--- src/rtl/fetch_ctrl_if.sv ---
// Instruction-memory request/response bus between the fetch sequencer and
// the instruction memory.
//   imem_req  : fetch request, driven by the sequencer
//   imem_addr : word-aligned fetch address, stable while imem_req is high
//   imem_ack  : memory has data for the outstanding request
//   imem_data : instruction word, valid together with imem_ack
interface fetch_ctrl_if;
    logic        imem_req;
    logic [31:0] imem_addr;
    logic        imem_ack;
    logic [31:0] imem_data;

    modport master (
        output imem_req,
        output imem_addr,
        input  imem_ack,
        input  imem_data
    );

    modport slave (
        input  imem_req,
        input  imem_addr,
        output imem_ack,
        output imem_data
    );
endinterface

--- src/rtl/fetch_ctrl.sv ---
// Instruction-fetch sequencer. Owns the program counter, issues requests to
// instruction memory, buffers a fetched word while the front end is stalled
// and discards responses made stale by a branch or jump redirect.
// Ports:
//   clock, rst            : clock and synchronous active-high reset
//   stall                 : front-end stall, blocks delivery to IF/ID
//   br_taken, br_target   : taken branch from EX/MEM (highest priority)
//   jmp, jmp_target       : jump from decode
//   imem                  : instruction-memory bus (master side)
//   inst_valid            : one-cycle pulse per delivered instruction
//   inst, inst_pc         : delivered word and its PC, held when not valid
//   pc                    : current fetch PC
module fetch_ctrl #(
    parameter logic [31:0] RESET_PC = 32'h0000_0000
) (
    input  logic               clock,
    input  logic               rst,
    input  logic               stall,
    input  logic               br_taken,
    input  logic [31:0]        br_target,
    input  logic               jmp,
    input  logic [31:0]        jmp_target,
    fetch_ctrl_if.master       imem,
    output logic               inst_valid,
    output logic [31:0]        inst,
    output logic [31:0]        inst_pc,
    output logic [31:0]        pc
);

    typedef enum logic [1:0] {
        S_FETCH = 2'd0,
        S_HOLD  = 2'd1,
        S_DROP  = 2'd2
    } state_t;

    state_t      state_r;
    logic [31:0] pc_r;
    logic [31:0] addr_r;
    logic        req_r;
    logic        inst_valid_r;
    logic [31:0] inst_r;
    logic [31:0] inst_pc_r;
    logic [31:0] buf_inst_r;
    logic [31:0] buf_pc_r;

    logic        redirect_s;
    logic [31:0] target_s;
    logic        ack_s;
    logic [31:0] pc_inc_s;

    // Redirect selection (branch beats jump), qualified ack and sequential PC.
    always_comb begin
        redirect_s = br_taken | jmp;
        target_s   = (br_taken ? br_target : jmp_target) & 32'hFFFF_FFFC;
        // An ack is meaningful only while a request is actually outstanding.
        ack_s      = imem.imem_ack & req_r;
        pc_inc_s   = pc_r + 32'd4;
    end

    // Fetch state machine with registered PC, request and delivery outputs.
    always_ff @(posedge clock) begin
        if (rst) begin
            state_r      <= S_FETCH;
            pc_r         <= RESET_PC;
            addr_r       <= RESET_PC;
            req_r        <= 1'b0;
            inst_valid_r <= 1'b0;
            inst_r       <= 32'd0;
            inst_pc_r    <= 32'd0;
            buf_inst_r   <= 32'd0;
            buf_pc_r     <= 32'd0;
        end else begin
            inst_valid_r <= 1'b0;
            case (state_r)
                S_FETCH: begin
                    if (!req_r) begin
                        // Leaving reset: nothing outstanding, start a request.
                        req_r <= 1'b1;
                        if (redirect_s) begin
                            pc_r   <= target_s;
                            addr_r <= target_s;
                        end else begin
                            addr_r <= pc_r;
                        end
                    end else if (redirect_s) begin
                        pc_r <= target_s;
                        if (ack_s) begin
                            addr_r <= target_s;
                        end else begin
                            // Keep addr_r stable until the stale ack arrives.
                            state_r <= S_DROP;
                        end
                    end else if (ack_s) begin
                        pc_r <= pc_inc_s;
                        if (stall) begin
                            buf_inst_r <= imem.imem_data;
                            buf_pc_r   <= pc_r;
                            req_r      <= 1'b0;
                            state_r    <= S_HOLD;
                        end else begin
                            inst_valid_r <= 1'b1;
                            inst_r       <= imem.imem_data;
                            inst_pc_r    <= pc_r;
                            addr_r       <= pc_inc_s;
                        end
                    end else begin
                        state_r <= S_FETCH;
                    end
                end
                S_HOLD: begin
                    if (redirect_s) begin
                        pc_r    <= target_s;
                        addr_r  <= target_s;
                        req_r   <= 1'b1;
                        state_r <= S_FETCH;
                    end else if (!stall) begin
                        inst_valid_r <= 1'b1;
                        inst_r       <= buf_inst_r;
                        inst_pc_r    <= buf_pc_r;
                        addr_r       <= pc_r;
                        req_r        <= 1'b1;
                        state_r      <= S_FETCH;
                    end else begin
                        state_r <= S_HOLD;
                    end
                end
                S_DROP: begin
                    if (redirect_s) begin
                        pc_r <= target_s;
                    end else begin
                        pc_r <= pc_r;
                    end
                    if (ack_s) begin
                        // Stale word is dropped; refetch from the latest PC.
                        addr_r  <= redirect_s ? target_s : pc_r;
                        state_r <= S_FETCH;
                    end else begin
                        state_r <= S_DROP;
                    end
                end
                default: begin
                    state_r <= S_FETCH;
                    req_r   <= 1'b0;
                end
            endcase
        end
    end

    assign imem.imem_req  = req_r;
    assign imem.imem_addr = addr_r;
    assign inst_valid     = inst_valid_r;
    assign inst           = inst_r;
    assign inst_pc        = inst_pc_r;
    assign pc             = pc_r;

endmodule

--- src/flat_wrapper.sv ---
// flat-port wrapper written by rule: the top's interface ports become plain ports
module fetch_ctrl_flat 
#(
    parameter logic [31:0] RESET_PC = 32'h0000_0000
)
  (clock, rst, stall, br_taken, br_target, jmp, jmp_target, inst_valid, inst, inst_pc, pc, imem_imem_req, imem_imem_addr, imem_imem_ack, imem_imem_data);
  fetch_ctrl_if imem_i ();
  input  logic clock;
  input  logic rst;
  input  logic stall;
  input  logic br_taken;
  input  logic [31:0] br_target;
  input  logic jmp;
  input  logic [31:0] jmp_target;
  output logic inst_valid;
  output logic [31:0] inst;
  output logic [31:0] inst_pc;
  output logic [31:0] pc;
  output wire logic [$bits(imem_i.imem_req)-1:0] imem_imem_req;
  output wire logic [$bits(imem_i.imem_addr)-1:0] imem_imem_addr;
  input wire logic [$bits(imem_i.imem_ack)-1:0] imem_imem_ack;
  input wire logic [$bits(imem_i.imem_data)-1:0] imem_imem_data;
  assign imem_imem_req = imem_i.imem_req;
  assign imem_imem_addr = imem_i.imem_addr;
  assign imem_i.imem_ack = imem_imem_ack;
  assign imem_i.imem_data = imem_imem_data;
  fetch_ctrl #(.RESET_PC(RESET_PC)) u_core (.clock(clock), .rst(rst), .stall(stall), .br_taken(br_taken), .br_target(br_target), .jmp(jmp), .jmp_target(jmp_target), .imem(imem_i), .inst_valid(inst_valid), .inst(inst), .inst_pc(inst_pc), .pc(pc));
endmodule
--- config.mk ---
export PLATFORM = sky130hd
export DESIGN_NAME = fetch_ctrl_flat
export DESIGN_NICKNAME = d
export VERILOG_FILES = /design/src/rtl/fetch_ctrl_if.sv /design/src/rtl/fetch_ctrl.sv /design/src/flat_wrapper.sv
export SDC_FILE = /design/constraint.sdc
export NUM_CORES = 1
export LEC_CHECK = 0
export ABC_AREA = 1
export CAP_MARGIN = 20
export CORE_ASPECT_RATIO = 1.2
export CORE_MARGIN = 3
export CORE_UTILIZATION = 45
export CTS_BUF_LIST = sky130_fd_sc_hd__clkbuf_16
export DETAILED_ROUTE_END_ITERATION = 16
export PLACE_DENSITY_LB_ADDON = 0.05
export SYNTH_ARGS = -nofsm -noshare
export SYNTH_HDL_FRONTEND = slang
export SYNTH_SLANG_ARGS = --single-unit
--- constraint.sdc ---
create_clock -name clock -period 1.7 [get_ports clock]
set_clock_uncertainty 0.05 [all_clocks]
set_input_delay 0.17 -clock clock [delete_from_list [all_inputs] [get_ports clock]]
set_output_delay 0.17 -clock clock [all_outputs]
set_load 0.02 [all_outputs]
==> run metrics <==
status=finished with violations; failing checks=setup timing; Post-Syn Area=0.009171 mm²; TritonCTS clock tree=done; largest cells by area after synthesis=dfxtp_1, nand2_1, o21ai_0; unrepaired setup endpoints after global routing=true; hpwl dp=21.21 mm; largest net degree at the start of global routing=71; Hold Vio Cnt, Final=0; Critical Path End Type=flip-flop; share of layout cells above drive strength 1=25.47%; Final setup viols=111; top cell type's share of synthesized area=42.78%; Switch Pwr=5.646 mW; Die X=136.3 µm; core footprint=0.01976 mm²; syn_nets=1413; Synth area leader=dfxtp_1; most common cell after layout, fill and taps aside=nand2_1; max frequency=0.5444 GHz; Placer Congestion=0.9683; Reg clk slew, reported paths=80 ps; worst setup margin=-137.1 ps; Initial Util=46.42%; Area Overhead vs Synth=61.47%; Multi-input gate area=0.005219 mm²; CP Launch Type=flip-flop; Syn Area/Cell=7.022 µm²; relative slew slack=69.84%; io pins=232; Worst Hold Launch=imem_imem_data[28]; Row Count=56; First-pass DRT Iterations=5; Comb power frac=37.1%; Lkg Pwr=6.412 nW; vias=10410; Detailed Route WL=34.79 mm; Net Sw Frac=35.65%; WHS Endpoint=u_core.inst[28]; number of cells after detailed placement=1818; fin. max-slew vios=0; fin crit share=108.1%; clk buf depth=2; Nets=1740; Req. time, crit path=1980 ps; most frequent cells in the layout=nand2_1, clkdlybuf4s50_1, dfxtp_1; register area=0.003943 mm²; Worst-Margin Slew=447.6 ps; crit path max fanout=4; fin cells=1906; gr ovfl total=0; cts bufs inserted=17; placed cell area=0.01236 mm²; IO buf count=227; Final Instance Area=0.01481 mm²; drt first-iter violations=673; worst min-delay path class=in2reg; fillers=1545; DRC viols=0; gr usage total=28.60%; Clock Sinks=196; Synth warnings=0; Die Ht=162.4 µm; FF-to-FF setup slack=-140 ps; worst r2r src=u_core.state_r[1]; Clock power frac=27.4%; Root Buffer Master=clkbuf_16; Power Density=1069 mW/mm²; ANT nets after route=0; # diodes=0; Max IR drop VDD=0.9072 mV; initial antenna violation count=0; cells on worst reg2reg path=10; Flop pwr share=35.6%; WL/cell=18.25 µm; internal power=10.19 mW; Data arrival, critical path=2110 ps; min Tclk post-route=1837 ps; maxcap violations=0; Post-Syn Instances=1306; sequential share of the synthesized area=42.78%; Unique masters post-synth=40; first-pass GRT wire length=50.34 mm; flops & latches, synth=196; Setup CP Type=reg2reg; vias in the first global route=9718; DIE AREA=0.02214 mm²; reg-to-reg endpoint=u_core.pc[6]; vias per cell=5.462; H-Tree Level Count=4; Hold Path Stages=3; worst-skew pair later-pin latency=440 ps
worst max path at each step:
stage,startpoint,end,slack (ps),cells after the start
floorplan,u_core.state_r[0],u_core.pc[21],-40,12
global route,u_core.state_r[1],u_core.pc[6],-190,10
finish,u_core.state_r[1],u_core.pc[6],-140,10
detailed placement,br_taken,u_core.imem.imem_addr[8],-380,10
global placement,br_taken,u_core.inst_pc[27],-290,9
CTS,u_core.state_r[1],u_core.inst_pc[7],-70,11
worst max-delay path: stages, from the launching register on:
cell and delay (ps):
dfxtp_2 330, inv_2 50, ha_4 250, inv_4 60, nand2_4 80, nor2_4 160, buf_6 130, a21oi_1 60
o31ai_1 280, buf_4 190, a21oi_1 70
synthesized netlist by cell type:
| master | instances |
|---|---|
| nand2_1 | 295 |
| dfxtp_1 | 196 |
| nor2_1 | 165 |
| o21ai_0 | 128 |
| inv_1 | 82 |
| o21ai_1 | 73 |
| a31oi_1 | 67 |
| a21oi_1 | 62 |
| nand3_1 | 56 |
| clkbuf_1 | 41 |
| buf_2 | 32 |
| buf_6 | 13 |
| nand4_1 | 12 |
| inv_2 | 10 |
| nor3_1 | 8 |
| o21bai_1 | 7 |
| nand2_4 | 6 |
| nor2_2 | 6 |
| ha_1 | 5 |
| nand2_2 | 5 |
| nand3b_1 | 5 |
| o211ai_1 | 5 |
| a22o_1 | 4 |
| nor2_4 | 4 |
| nor2_8 | 2 |
| o21ai_2 | 2 |
| o31ai_1 | 2 |
| a2111oi_0 | 1 |
| a311oi_1 | 1 |
| a32o_1 | 1 |
| buf_1 | 1 |
| buf_4 | 1 |
| clkbuf_2 | 1 |
| clkinv_1 | 1 |
| nand3_2 | 1 |
| nor3_2 | 1 |
| o21ai_4 | 1 |
| o22ai_1 | 1 |
| o32ai_1 | 1 |
| or3_1 | 1 |
layer usage:
layer  wire length (µm)  global-route usage (%)
met4               1367                   13.98
met2              16530                   44.91
met5                  0                       0
met1              14510                   37.54
met3               2386                   5.748
layout make-up:
cell class	count	area share (%)
multi-input cells	929	35.24
repair buffers	394	28.90
flip-flops and latches	196	26.62
clock buffers	17	2.873
inverters	93	2.670
well taps	261	2.205
clock inverters	14	1.335
repair inverters	2	0.1521
what timing repair did:
action	4_1_cts	5_1_grt
pin swaps	26	25
hold buffers	0	0
endpoints found under the setup margin	149	142
buffers inserted	21	13
cloned	14	13
gates resized for setup	140	202
power groups by stage:
stage	Combinational (mW)	Clock (mW)	Sequential (mW)
floorplan	1.79	0	6.23
global placement	4.64	0	5.65
detailed placement	4.70	0	5.64
CTS	5.35	4.37	5.56
global route	6.25	4.53	5.69
finish	5.87	4.34	5.63
state kept, by name, indices dropped and copies added, names as in the netlist:
signal / cells
u_core.pc: 32
u_core.inst_valid: 1
u_core.imem.imem_addr: 32
u_core.inst_pc: 32
u_core.buf_inst_r: 32
u_core.inst: 32
u_core.state_r: 2
u_core.imem.imem_req: 1
u_core.buf_pc_r: 32
metrics by stage:
step / setup TNS, ps / hold slack (ps) / setup slack, ps / total power [mW] / utilization [%]
3_3_place_gp: -45020 / 388.7 / -289.1 / 10.29 / 62.55
4_1_cts: -1826 / 268.0 / -69.62 / 15.28 / 69.57
2_1_floorplan: -86.25 / 189.1 / -35.49 / 8.020 / -
5_1_grt: -16400 / 294.1 / -195.0 / 16.47 / 74.95
6_report: -5663 / 278.6 / -137.1 / 15.84 / 74.95
3_5_place_dp: -50040 / 391.6 / -378.9 / 10.33 / 62.55
cells by family (layout without fill, tap and decap cells):
group	Yosys count	in the layout	synth area share, %
buffers and inverters	182	520	9.004
DFF	196	196	42.78
adders and majority gates	5	5	0.6821
and+or+nand+nor	567	568	26.25
AOI/OAI and AO/OA	356	356	21.28
Power figures use the tool's default switching activity.
